`src/rtl/fetch_pkg.sv`:
```
// rtl/fetch_pkg.sv - shared constants and state encoding for the fetch unit
package fetch_pkg;

   localparam logic [1:0] MNONE  = 2'b00;
   localparam logic [1:0] MREAD  = 2'b01;
   localparam logic [1:0] MWRITE = 2'b10;

   localparam logic [1:0] PC_INC  = 2'b00;
   localparam logic [1:0] PC_REL  = 2'b01;
   localparam logic [1:0] PC_ABS  = 2'b10;
   localparam logic [1:0] PC_HALT = 2'b11;

   typedef enum logic [2:0] {
      S_IDLE,
      S_FETCH,
      S_DECODE,
      S_EXEC,
      S_DACC,
      S_HALT
   } state_t;

endpackage

```
`src/rtl/fetch_pc_reg.sv`:
```
// rtl/fetch_pc_reg.sv - load-enable register with async active-low reset and reset value
module fetch_pc_reg #(
   parameter int           W       = 9,
   parameter logic [W-1:0] RST_VAL = '0
) (
   input  logic         clk,
   input  logic         rst_n,
   input  logic         en,
   input  logic [W-1:0] d,
   output logic [W-1:0] q
);

   logic [W-1:0] val_q;

   // hold value unless loaded; reset forces the configured value
   always_ff @(posedge clk or negedge rst_n) begin
      if (!rst_n) begin
         val_q <= RST_VAL;
      end else if (en) begin
         val_q <= d;
      end
   end

   assign q = val_q;

endmodule

```
`src/rtl/fetch_unit.sv`:
```
// rtl/fetch_unit.sv - PC/IR owner and fetch vs data-access memory sequencer (watchdog: FETCH_WDOG_EN)
module fetch_unit
   import fetch_pkg::*;
#(
   parameter int                ADDR_W   = 9,
   parameter int                DATA_W   = 16,
   parameter logic [ADDR_W-1:0] RESET_PC = '0,
   parameter int                TIMEOUT  = 15
) (
   input  logic              clk,
   input  logic              reset,
   input  logic              go,
   input  logic              exec_done,
   input  logic [1:0]        pc_sel,
   input  logic [DATA_W-1:0] off,
   input  logic [ADDR_W-1:0] target,
   input  logic              dat_req,
   input  logic              dat_we,
   input  logic [ADDR_W-1:0] dat_addr,
   input  logic [DATA_W-1:0] dat_wdata,
   input  logic              mem_rdy,
   input  logic [DATA_W-1:0] mem_rdata,
   output logic [1:0]        mem_cmd,
   output logic [ADDR_W-1:0] mem_addr,
   output logic [DATA_W-1:0] mem_wdata,
   output logic [DATA_W-1:0] ir,
   output logic              ir_valid,
   output logic [ADDR_W-1:0] pc,
   output logic [ADDR_W-1:0] link,
   output logic [DATA_W-1:0] dat_rdata,
   output logic              dat_done,
   output logic              halted,
   output logic              mem_err
);

   state_t            state_q, state_d;
   logic              dacc_we_q, dacc_we_d;
   logic [ADDR_W-1:0] dacc_addr_q, dacc_addr_d;
   logic [DATA_W-1:0] dacc_wdata_q, dacc_wdata_d;
   logic [DATA_W-1:0] dat_rdata_q, dat_rdata_d;
   logic              dat_done_q, dat_done_d;
   logic              mem_err_q, mem_err_d;
   logic              pc_en, ir_en, link_en;
   logic [ADDR_W-1:0] pc_d, pc_inc;
   logic              off_unused;

   // only the low ADDR_W bits of the offset matter; the rest is sign extension
   assign off_unused = ^off;
   assign pc_inc     = pc + ADDR_W'(1);

   fetch_pc_reg #(.W(ADDR_W), .RST_VAL(RESET_PC)) u_pc (
      .clk(clk), .rst_n(reset), .en(pc_en), .d(pc_d), .q(pc)
   );
   fetch_pc_reg #(.W(DATA_W), .RST_VAL('0)) u_ir (
      .clk(clk), .rst_n(reset), .en(ir_en), .d(mem_rdata), .q(ir)
   );
   fetch_pc_reg #(.W(ADDR_W), .RST_VAL('0)) u_link (
      .clk(clk), .rst_n(reset), .en(link_en), .d(pc_inc), .q(link)
   );

`ifdef FETCH_WDOG_EN
   localparam int WD_W = (TIMEOUT > 1) ? $clog2(TIMEOUT) : 1;
   logic [WD_W-1:0] wdog_q, wdog_d;

   // wait-cycle counter: zero on every state change or completed command
   always_ff @(posedge clk or negedge reset) begin
      if (!reset) begin
         wdog_q <= '0;
      end else begin
         wdog_q <= wdog_d;
      end
   end
`else
   logic wdog_unused;
   assign wdog_unused = (TIMEOUT > 0);
`endif

   // sequencer state and data-access registers
   always_ff @(posedge clk or negedge reset) begin
      if (!reset) begin
         state_q      <= S_IDLE;
         dacc_we_q    <= 1'b0;
         dacc_addr_q  <= '0;
         dacc_wdata_q <= '0;
         dat_rdata_q  <= '0;
         dat_done_q   <= 1'b0;
         mem_err_q    <= 1'b0;
      end else begin
         state_q      <= state_d;
         dacc_we_q    <= dacc_we_d;
         dacc_addr_q  <= dacc_addr_d;
         dacc_wdata_q <= dacc_wdata_d;
         dat_rdata_q  <= dat_rdata_d;
         dat_done_q   <= dat_done_d;
         mem_err_q    <= mem_err_d;
      end
   end

   // next state, PC/IR/link loads; a data request in EXEC wins over exec_done
   always_comb begin
      state_d      = state_q;
      dacc_we_d    = dacc_we_q;
      dacc_addr_d  = dacc_addr_q;
      dacc_wdata_d = dacc_wdata_q;
      dat_rdata_d  = dat_rdata_q;
      dat_done_d   = 1'b0;
      mem_err_d    = mem_err_q;
      pc_en        = 1'b0;
      pc_d         = pc;
      ir_en        = 1'b0;
      link_en      = 1'b0;
      case (state_q)
         S_IDLE:   if (go) state_d = S_FETCH;
         S_FETCH: begin
            if (mem_rdy) begin
               ir_en   = 1'b1;
               state_d = S_DECODE;
            end
         end
         S_DECODE: begin
            pc_en   = 1'b1;
            pc_d    = pc_inc;
            link_en = 1'b1;
            state_d = S_EXEC;
         end
         S_EXEC: begin
            if (dat_req) begin
               dacc_we_d    = dat_we;
               dacc_addr_d  = dat_addr;
               dacc_wdata_d = dat_wdata;
               state_d      = S_DACC;
            end else if (exec_done) begin
               case (pc_sel)
                  PC_INC: state_d = S_FETCH;
                  PC_REL: begin
                     pc_en   = 1'b1;
                     pc_d    = pc + off[ADDR_W-1:0];
                     state_d = S_FETCH;
                  end
                  PC_ABS: begin
                     pc_en   = 1'b1;
                     pc_d    = target;
                     state_d = S_FETCH;
                  end
                  default: state_d = S_HALT;
               endcase
            end
         end
         S_DACC: begin
            if (mem_rdy) begin
               if (!dacc_we_q) dat_rdata_d = mem_rdata;
               dat_done_d = 1'b1;
               state_d    = S_EXEC;
            end
         end
         S_HALT:   state_d = S_HALT;
         default:  state_d = S_IDLE;
      endcase
`ifdef FETCH_WDOG_EN
      wdog_d = '0;
      if ((state_q == S_FETCH || state_q == S_DACC) && !mem_rdy) begin
         if (wdog_q == WD_W'(TIMEOUT - 1)) begin
            state_d   = S_HALT;
            mem_err_d = 1'b1;
         end else begin
            wdog_d = wdog_q + WD_W'(1);
         end
      end
`endif
   end

   // memory bus is a pure function of state and latched registers
   always_comb begin
      mem_cmd   = MNONE;
      mem_addr  = '0;
      mem_wdata = '0;
      case (state_q)
         S_FETCH: begin
            mem_cmd  = MREAD;
            mem_addr = pc;
         end
         S_DACC: begin
            mem_cmd   = dacc_we_q ? MWRITE : MREAD;
            mem_addr  = dacc_addr_q;
            mem_wdata = dacc_we_q ? dacc_wdata_q : '0;
         end
         default: mem_cmd = MNONE;
      endcase
   end

   assign ir_valid  = (state_q == S_DECODE);
   assign halted    = (state_q == S_HALT);
   assign dat_rdata = dat_rdata_q;
   assign dat_done  = dat_done_q;
`ifdef FETCH_WDOG_EN
   assign mem_err   = mem_err_q;
`else
   assign mem_err   = 1'b0;
`endif

endmodule

```
`config.mk`:
```
export PLATFORM = sky130hd
export DESIGN_NAME = fetch_unit
export DESIGN_NICKNAME = d
export VERILOG_FILES = /design/src/rtl/fetch_pkg.sv /design/src/rtl/fetch_pc_reg.sv /design/src/rtl/fetch_unit.sv
export SDC_FILE = /design/constraint.sdc
export NUM_CORES = 1
export LEC_CHECK = 0
export CAP_MARGIN = 20
export CORE_AREA = 2 2 91 137
export DETAILED_ROUTE_END_ITERATION = 10
export DIE_AREA = 0 0 93 139
export PLACE_DENSITY = 0.76
export SYNTH_ARGS = -nofsm -noshare
export SYNTH_HDL_FRONTEND = slang
export SYNTH_HIERARCHICAL = 1
export SYNTH_SLANG_ARGS = --single-unit
```
`constraint.sdc`:
```
create_clock -name clk -period 3.95 [get_ports clk]
set_input_delay 0.9875 -clock clk [delete_from_list [all_inputs] [get_ports clk]]
set_output_delay 0.9875 -clock clk [all_outputs]
set_load 0.01 [all_outputs]
```
==> impl_metrics.sql <==
INSERT INTO impl_metrics (metric_group, metric, value, unit) VALUES
('run_status', 'outcome', 'finished, final reports clean', ''),
('power_and_ir_drop', 'power.density', '744.1', 'nW/um^2'),
('logic_synthesis', 'synthCells', '398', ''),
('timing', 'achievable-frequency', '280.6', 'MHz'),
('route', 'detail_route.drc_violations', '0', ''),
('critical_path', 'critPathArrivalTime', '2.58', 'ns'),
('placed_design', 'dp.cells', '672', ''),
('placed_design', 'dp.final_hpwl', '8880', 'um'),
('timing', 'worst_rel_slew_slack', '53.98', '%'),
('floorplan', 'dieWidth', '93', 'um'),
('global_routing', 'grt_overflow', '0', ''),
('layout', 'final_common_cell', 'sky130_fd_sc_hd__clkdlybuf4s50_1', ''),
('route', 'highest_layer', 'met4', ''),
('layout', 'syn_to_final_growth', '38.07', '%'),
('timing', 'max_slew.worst_pin.slew', '0.6903', 'ns'),
('timing', 'worst_slack', '0.3865', 'ns'),
('floorplan', 'dieHeight', '139', 'um'),
('critical_path', 'crit_start', 'state_q[0]', ''),
('layout', 'layout.cells.non_filler', '689', ''),
('route', 'dr_wl_met2', '6305', 'um'),
('timing', 'final.setup.tns', '0', 'ns'),
('route', 'met3WireLength', '584', 'um'),
('route', 'routed_via_density', '5.218', ''),
('logic_synthesis', 'synth_nets', '486', ''),
('floorplan', 'floorplan.core_area', '11770', 'um^2'),
('clock_network', 'clock_sink_count', '80', ''),
('floorplan', 'floorplan.io_pins', '156', ''),
('logic_synthesis', 'synth-async-reset-ratio', '100.0', '%'),
('timing', 'final_max_slew_viol_count', '0', ''),
('run', 'cap_violations', '0', ''),
('logic_synthesis', 'yosysSeqAreaShare', '42.22', '%'),
('placed_design', 'place_worst_setup_slack', '0.6236', 'ns'),
('logic_synthesis', 'most_area_hungry_cell_type_in_the_yosys_netlist', 'sky130_fd_sc_hd__dfrtp_1', ''),
('route', 'drt-total-wl', '11940', 'um'),
('logic_synthesis', 'synth_seq_cells', '80', ''),
('timing', 'period_share', '90.22', '%'),
('clock_network', 'cts_root_buf', 'sky130_fd_sc_hd__clkbuf_16', ''),
('critical_path', 'cp_data_required_time', '2.96', 'ns'),
('clock_network', 'insertion_delay', '0.34', 'ns'),
('route', 'initialDrtViolationCount', '149', ''),
('layout', 'final_antenna_diode_count', '0', ''),
('global_routing', 'first_global_vias', '3767', ''),
('critical_path', 'critPathTopFamily', 'simple AND/OR/NAND/NOR gates', ''),
('logic_synthesis', 'synthesized_area_per_cell', '11.91', 'um^2'),
('power_and_ir_drop', 'leak_pwr', '2.898', 'nW'),
('route', 'detail_route.first_pass.iterations', '4', ''),
('floorplan', 'initial_core_util', '40.28', '%'),
('logic_synthesis', 'synth_largest_type_area_fraction', '42.22', '%'),
('critical_path', 'critical_setup_path_class', 'flop to primary output', ''),
('layout', 'post_route_cells_drive_above_1_share', '20.90', '%'),
('critical_path', 'cp.buffers_inverters', '2', ''),
('global_routing', 'number_of_antenna_violations_at_the_first_check_in_global_routing', '0', ''),
('critical_path', 'critPathMostFrequentCell', 'sky130_fd_sc_hd__nor2_1', ''),
('clock_network', 'cts.htree.levels', '3', ''),
('global_routing', 'grt_start_max_net_pins', '81', ''),
('logic_synthesis', 'synth.cell_area', '4742', 'um^2'),
('route', 'detail_route.wl_per_cell', '17.32', 'um'),
('critical_path', 'regToRegStartpoint', 'u_pc/q[0]', ''),
('timing', 'post-route-min-period', '3.563', 'ns'),
('clock_network', 'cts_tree', 'done', ''),
('global_routing', 'combined_global_route_utilization_of_all_metal_layers', '18.95', '%'),
('critical_path', 'max_stage_delay', '0.68', 'ns'),
('critical_path', 'worst-path-max-fanout', '14', ''),
('placed_design', 'place.gp.congestion', '0.8383', ''),
('global_routing', 'wire_length_of_the_first_global_routing_pass', '19350', 'um'),
('placed_design', 'portBuffers', '147', ''),
('route', 'ant_nets', '0', ''),
('hold_path', 'hp-class', 'flop to flop', ''),
('critical_path', 'path_cells', 'inv_6 > nor2_1 > a22oi_1 > nor2_1 > clkdlybuf4s50_1', ''),
('timing', 'hold_violations', '0', ''),
('timing', 'setup_viol', '0', '');
## synth_stat cells (all sizes together), types with 2 or more instances
cell type / n
nor2: 31
a21oi: 14
and3: 21
nor2b: 8
inv: 14
nor3b: 2
a22oi: 11
a211oi: 2
o211ai: 3
nand2: 15
a221oi: 5
o2111ai: 2
o21ai: 13
nand3: 8
o22ai: 5
mux2: 76
and2: 3
clkbuf: 11
nand2b: 2
xor2: 4
dfrtp: 80
xnor2: 5
buf: 19
a22o: 2
o21a: 2
ha: 12
nor3: 7
mux2i: 6
## registers in the layout (all words and copies together), names as in the netlist, 3 cells and up
name,cells
state_q,3
u_pc/q,9
u_ir/q,16
dat_rdata,16
dacc_addr_q,9
u_link/q,9
dacc_wdata_q,16
## layout make-up
class / count / area, um^2 / area share (%)
clock inverters: 6 / 91.34 / 1.395
multi-input cells: 274 / 2450 / 37.42
inverters: 14 / 57.56 / 0.8790
well taps: 153 / 191.4 / 2.924
flip-flops and latches: 80 / 2002 / 30.58
clock buffers: 10 / 229.0 / 3.497
repair buffers: 152 / 1526 / 23.31
## path summary, 6_finish.rpt
kind                                   end  slack, ns  cells after the start
setup / recovery               mem_addr[3]       0.39                      5
hold / removal             dacc_wdata_q[9]       0.50                      1
setup reg to reg                 u_pc/q[4]       1.44                     10
hold reg to reg            dacc_wdata_q[9]       0.50                      1
max in group asynchronous      u_link/q[2]       2.84                      2
min in group asynchronous        u_ir/q[9]       0.52                      1
## power breakdown
part           internal (W)  total [W]  switching [W]
Combinational       0.00143    0.00237       0.000949
Clock              0.000558   0.000903       0.000344
Sequential          0.00119    0.00159       0.000399
## routing by layer
layer | up-vias | track usage, %
met4 | 0 | 7.740
met3 | 22 | 4.728
met1 | 1769 | 21.75
li1 | 1692 | -
met2 | 112 | 33.22
met5 | - | 0
## stage by stage
| step | hold slack, ns | area [um^2] | util [%] |
|---|---|---|---|
| after floorplan | 0.4711 | 4742 | - |
| after global placement | 0.4856 | 6200 | 52.67 |
| after detailed placement | 0.4884 | 6200 | 52.67 |
| after CTS | 0.5077 | 6520 | 55.39 |
| after global routing | 0.5183 | 6548 | 55.62 |
| final | 0.5023 | 6548 | 55.62 |
## logic make-up (layout without fill, tap and decap cells)
logic type / after synthesis / count (layout) / share of synthesized area [%]
adders and majority gates: 13 / 13 / 3.588
muxes: 82 / 82 / 23.91
other: 1 / 1 / 0.07908
xor gates and xnor gates: 9 / 9 / 1.662
DFF: 80 / 80 / 42.22
buffers and inverters: 44 / 182 / 6.253
AOI/OAI and AO/OA: 66 / 66 / 9.525
and+or+nand+nor: 103 / 103 / 12.77
No activity file was read; power rests on OpenSTA's default activity.
